`config.mk`:
```
export PLATFORM = sky130hd
export DESIGN_NAME = fifo_flagged
export DESIGN_NICKNAME = d
export VERILOG_FILES = /design/src/rtl/fifo_flagged.sv
export SDC_FILE = /design/constraint.sdc
export NUM_CORES = 2
export LEC_CHECK = 0
export ABC_AREA = 1
export CORE_AREA = 2 2 559 283
export DETAILED_ROUTE_END_ITERATION = 12
export DIE_AREA = 0 0 561 285
export PLACE_DENSITY = 0.73
export SLEW_MARGIN = 20
export SYNTH_ARGS = -nofsm -noshare
export SYNTH_HDL_FRONTEND = slang
export SYNTH_SLANG_ARGS = --single-unit
```
`constraint.sdc`:
```
create_clock -name clk -period 8.78 [get_ports clk]
set_clock_uncertainty 0.1 [all_clocks]
set_input_delay 1.756 -clock clk [delete_from_list [all_inputs] [get_ports clk]]
set_output_delay 1.756 -clock clk [all_outputs]
set_load 0.03 [all_outputs]
```
`src/rtl/fifo_flagged.sv`:
```
// Single-clock FWFT FIFO with fill level, threshold flags and sticky
// overflow/underflow errors. Pointers carry an extra wrap bit.
module fifo_flagged #(
    parameter int WIDTH        = 8,
    parameter int DEPTH        = 256,
    parameter int ALMOST_FULL  = DEPTH - 4,
    parameter int ALMOST_EMPTY = 4
) (
    input  logic                     clk,
    input  logic                     reset_n,
    input  logic [WIDTH-1:0]         write_data,
    input  logic                     write_strobe,
    output logic [WIDTH-1:0]         read_data,
    input  logic                     read_strobe,
    output logic                     data_available,
    output logic                     full,
    output logic                     almost_full,
    output logic                     almost_empty,
    output logic [$clog2(DEPTH):0]   level,
    output logic                     overflow,
    output logic                     underflow,
    input  logic                     clear_errors
);
    localparam int AW = $clog2(DEPTH);
    localparam logic [31:0] AF_U = ALMOST_FULL;
    localparam logic [31:0] AE_U = ALMOST_EMPTY;

    logic [WIDTH-1:0] mem [DEPTH];
    logic [AW:0]      wr_ptr_q, wr_ptr_d;
    logic [AW:0]      rd_ptr_q, rd_ptr_d;
    logic             overflow_q, overflow_d;
    logic             underflow_q, underflow_d;
    logic             read_accept, write_accept;
    logic [31:0]      level_ext;

    assign level          = wr_ptr_q - rd_ptr_q;
    assign level_ext      = {{(31 - AW){1'b0}}, level};
    assign data_available = wr_ptr_q != rd_ptr_q;
    assign full           = (wr_ptr_q[AW-1:0] == rd_ptr_q[AW-1:0])
                          & (wr_ptr_q[AW] != rd_ptr_q[AW]);
    assign almost_full    = level_ext >= AF_U;
    assign almost_empty   = level_ext <= AE_U;
    assign read_data      = mem[rd_ptr_q[AW-1:0]];
    assign overflow       = overflow_q;
    assign underflow      = underflow_q;

    // A read frees the slot this edge, so a write into a full FIFO may proceed.
    assign read_accept  = read_strobe & data_available;
    assign write_accept = write_strobe & (~full | read_strobe);

    always_comb begin
        wr_ptr_d    = wr_ptr_q;
        rd_ptr_d    = rd_ptr_q;
        overflow_d  = overflow_q;
        underflow_d = underflow_q;
        if (clear_errors) begin
            overflow_d  = 1'b0;
            underflow_d = 1'b0;
        end
        if (write_accept) wr_ptr_d = wr_ptr_q + 1'b1;
        if (read_accept)  rd_ptr_d = rd_ptr_q + 1'b1;
        if (write_strobe && !write_accept) overflow_d  = 1'b1;
        if (read_strobe && !read_accept)   underflow_d = 1'b1;
    end

    always_ff @(posedge clk) begin
        if (!reset_n) begin
            wr_ptr_q    <= '0;
            rd_ptr_q    <= '0;
            overflow_q  <= 1'b0;
            underflow_q <= 1'b0;
        end else begin
            wr_ptr_q    <= wr_ptr_d;
            rd_ptr_q    <= rd_ptr_d;
            overflow_q  <= overflow_d;
            underflow_q <= underflow_d;
        end
    end

    always_ff @(posedge clk) begin
        if (reset_n && write_accept) mem[wr_ptr_q[AW-1:0]] <= write_data;
    end
endmodule

```
==> impl_results.md <==
- Post-Synthesis Net Count: 7183
- Mux contribution to synthesized area: 0%
- Final cell area excluding filler cells: 0.0916 mm^2
- Clock sink count: 2076
- Maximum clock path buffer count: 4
- Required time of the critical path: 6920 ps
- Number of buffer cells added on primary ports: 35
- Pwr dens: 233 mW/mm^2
- Number of distinct library cells after synthesis: 35
- Sequential group share of total power: 51.2%
- Unrepaired setup endpoints after global routing: false
- Synthesis-stage register bit count: 2076
- Routability-driven placement congestion ratio: 0.937
- Top fanout value on the critical path: 58
- Maximum resistive drop on vdd: 0.189 mV
- Max H-tree Level: 4
- Combinational family with the most area after synthesis: simple AND/OR/NAND/NOR gates
- Critical path capture point type: output pin
- First-pass GRT wire length: 349 mm
- Portion of the post-synthesis area used by sequential elements: 73.1%
- Detailed-router iteration count before antenna repair: 7
- Internal Power: 15.6 mW
- Layout Cells excl Fill: 9205
- Proportion of synthesized flip-flops having asynchronous set or reset: 0%
- Max Fclk: 138 MHz
- Status: finished, final reports clean
- Clock transition at the registers of the reported paths: 70 ps
- Congestion Overflow GR: 0
- Total number of yosys warnings: 0
- Drt first-iter violations: 10400
- Commonest cells after routing, fill and taps aside: sky130_fd_sc_hd__nand2_1, sky130_fd_sc_hd__edfxtp_1, sky130_fd_sc_hd__nand3_1
- Synthesized cell area: 0.0849 mm^2
- Final-layout fill cell count: 12200
- Worst r2r src: wr_ptr_q[6]$_SDFFE_PN0N_
- Die Area: 0.160 mm^2
- Synth-to-Final Area Change: 7.93%
- R2r worst-path depth: 10
- Kind of cell adding the most delay to the critical path: buffers and inverters
- Arithmetic-cell share of the synthesized area counting full adders, half adders and majority gates: 0.215%
- DRT Wirelength: 235 mm
- Share of the clock period used by the worst path: 82.5%
- Commonest non-fill, non-tap cell in the layout: sky130_fd_sc_hd__nand2_1
- Root Driver: sky130_fd_sc_hd__clkbuf_16
- Share of cells above drive strength 1: 5.25%
- Postcts setup bufs: 0
- Data arrival at the endpoint of the critical path: 5390 ps
- # hold bufs at CTS: 0
- Average detailed-routed wire length per instance: 25.5 um
- Final Hold Vio Count: 0
- Share of the synthesized area in the top cell type: 72.4%
- Overall die height: 285 um
- Dpl cell area: 0.0864 mm^2
- Multi-input gate area in the final layout: 0.0201 mm^2
- Global Route met1 Usage: 45.5%
- Met3 Usage GRT: 10.4%
- Cells along the critical path: buf_4, buf_4, nand3_1, nand3_1, nand3_1, nand3_1, nand3_1, nand3_1, nand2_1, nand2_1, nand2_1, clkdlybuf4s50_1
- Ports placed on the boundary: 36
- Total negative setup slack: 0 ps
- Area taken by flip-flops and latches: 0.0621 mm^2
- Xor/xnor cell area share of the yosys netlist: 0.0914%
- Compound-gate portion of the synthesized area: 0.267%
- Number of flops mapped to enable cells by yosys: 2048
- Placed instance count: 8899
- Maximum number of pins on one net before global-route repair: 209
- Least-Margin Pin Slew: 1230 ps
- Worst skew pair latency: 820 ps
- Starting density of the core: 54.4%
- Critical-path top delay cell: sky130_fd_sc_hd__dfxtp_4
- Path type of the worst min-delay path: reg -> reg
- Per-instance average area after synthesis: 11.9 um^2
- Worst min-delay path endpoint: overflow$_SDFFE_PN0P_
- Source of the worst hold timing path: overflow$_SDFFE_PN0P_
- Post-CTS Resized: 0
- Number of endpoints failing setup at the final stage: 0
- Critical path class: reg -> out
- Fin crit period: 7240 ps
- Critical R2R Capture: mem[21][5]$_DFFE_PP_
- Gate count of the mapped netlist: 7156
- Std-Cell Core Area: 0.156 mm^2
- Hold depth: 2
- FF-to-FF setup slack: 4200 ps
- Switching power as a share of total power: 26.8%
- Top flip-flop cell by instance count after synthesis: sky130_fd_sc_hd__edfxtp_1
- Post-route DRC: 0
- Vias after detailed routing: 57500
- Total chip power: 21.3 mW
- DP Wirelength: 133 mm
- Proportion of power drawn by combinational gates: 13.5%
- Vias in the first global route: 52900
- Cell types with the largest area share after synthesis: sky130_fd_sc_hd__edfxtp_1, sky130_fd_sc_hd__nand3_1, sky130_fd_sc_hd__nand2_1, sky130_fd_sc_hd__buf_2, sky130_fd_sc_hd__nor2_1
- Clock tree from TritonCTS: done
- Max-capacitance violation count: 0
- Area leader, netlist: sky130_fd_sc_hd__edfxtp_1
- Horizontal die dimension: 561 um
- Routed via count divided by cell count: 6.24
- Max stage delay on crit path: 810 ps
- Crit start category: flip-flop
- Tightest slew margin relative to the limit: 17.8%
- Initial antenna violation count: 8
- Inserted Clock Buffers: 177
- Rows: 103
- Share of power burned in the clock network: 35.3%
- Simple-gate area share of the yosys netlist: 23.1%
- Global-route met2 utilization: 38.2%
- Antenna Violating Nets Remaining: 0
- Buf+Inv Stages, Crit Path: 3
- Final Max Tran Viols: 0
- Most common cell type on the critical path: sky130_fd_sc_hd__nand3_1
- GRT busiest layer: met1
- Final #Nets: 7005
- Net load switching power: 5.72 mW
- Leakage Power: 31.1 nW
- Overall fraction of global-route tracks in use: 29.1%
-- power by group through the flow --
stage	registers, mW	clock network [mW]	logic (mW)
after CTS	10.9	7.52	2.81
final	10.9	7.52	2.87
after detailed placement	11.1	0	2.79
after global routing	10.9	7.93	3.10
after floorplan	11.1	0	1.90
after global placement	11.1	0	2.75
-- worst max path at each step --
stage,startpoint,to,slack (ps),cells after the start
4_1_cts,flip-flop,read_data[2],1760,12
5_1_grt,flip-flop,read_data[2],1500,12
3_3_place_gp,flip-flop,read_data[2],2660,12
6_report,flip-flop,read_data[2],1540,12
3_5_place_dp,flip-flop,read_data[2],2630,12
2_1_floorplan,wr_ptr_q[0]$_SDFFE_PN0N_,almost_full,4210,9
-- worst register-to-register path: cells and delay by family, from the launching register on --
kind | cells | cell delay, ps
fa+ha+maj | 1 | 390
flops | 1 | 680
simple gates | 9 | 3030
-- through the flow --
step / hold slack (ps) / utilization [%] / setup WS, ps
after floorplan: 365 / - / 4210
after global routing: 401 / 58.8 / 1500
final: 374 / 58.8 / 1540
after global placement: 363 / 55.4 / 2660
after detailed placement: 359 / 55.4 / 2630
after CTS: 372 / 58.7 / 1760
-- synth_stat cells, types with 3 or more instances --
| master | instances |
|---|---|
| sky130_fd_sc_hd__nor3b_1 | 3 |
| sky130_fd_sc_hd__nor2_4 | 3 |
| sky130_fd_sc_hd__buf_1 | 38 |
| sky130_fd_sc_hd__o21ai_0 | 13 |
| sky130_fd_sc_hd__nand4_1 | 5 |
| sky130_fd_sc_hd__nand3_1 | 2033 |
| sky130_fd_sc_hd__nand3_4 | 5 |
| sky130_fd_sc_hd__buf_4 | 37 |
| sky130_fd_sc_hd__xnor2_1 | 4 |
| sky130_fd_sc_hd__inv_2 | 4 |
| sky130_fd_sc_hd__buf_6 | 26 |
| sky130_fd_sc_hd__nor4_1 | 3 |
| sky130_fd_sc_hd__nor2_1 | 270 |
| sky130_fd_sc_hd__nand4_4 | 5 |
| sky130_fd_sc_hd__inv_1 | 48 |
| sky130_fd_sc_hd__buf_2 | 295 |
| sky130_fd_sc_hd__clkbuf_1 | 89 |
| sky130_fd_sc_hd__xor2_1 | 3 |
| sky130_fd_sc_hd__dfxtp_1 | 28 |
| sky130_fd_sc_hd__nand2_1 | 2127 |
| sky130_fd_sc_hd__a21oi_1 | 23 |
| sky130_fd_sc_hd__nand2_2 | 6 |
| sky130_fd_sc_hd__edfxtp_1 | 2048 |
| sky130_fd_sc_hd__nor3_1 | 13 |
| sky130_fd_sc_hd__ha_1 | 13 |
-- sequential cells by signal, indices dropped and copies added (netlist names), named ones only --
name and cells:
underflow 1, rd_ptr_q 9, wr_ptr_q 9, overflow 1, mem 2048
-- routing by layer --
| metal | vias up | wire, um |
|---|---|---|
| met5 | - | 95 |
| met4 | 4 | 6010 |
| met3 | 415 | 40300 |
| met2 | 4336 | 94300 |
| met1 | 27700 | 94100 |
| li1 | 25000 | - |
-- final cells by class --
class / count / share of cell area (%)
tap: 2100 / 2.87
clock inverter: 82 / 0.631
antenna: 3 / 0.00819
timing repair buffer: 129 / 1.43
multi-input combinational: 4539 / 22.0
inverter: 55 / 0.262
clock buffer: 221 / 5.08
sequential: 2076 / 67.8
-- kinds of logic (layout without fill, tap and decap cells) --
kind of cell | count (synthesis) | count (layout)
and+or+nand+nor | 4475 | 4475
DFF | 2076 | 2076
buffers and inverters | 541 | 487
AOI/OAI and AO/OA | 42 | 42
adders and majority gates | 14 | 14
xor gates and xnor gates | 8 | 8
other | 0 | 3
Power figures use the tool's default switching activity.
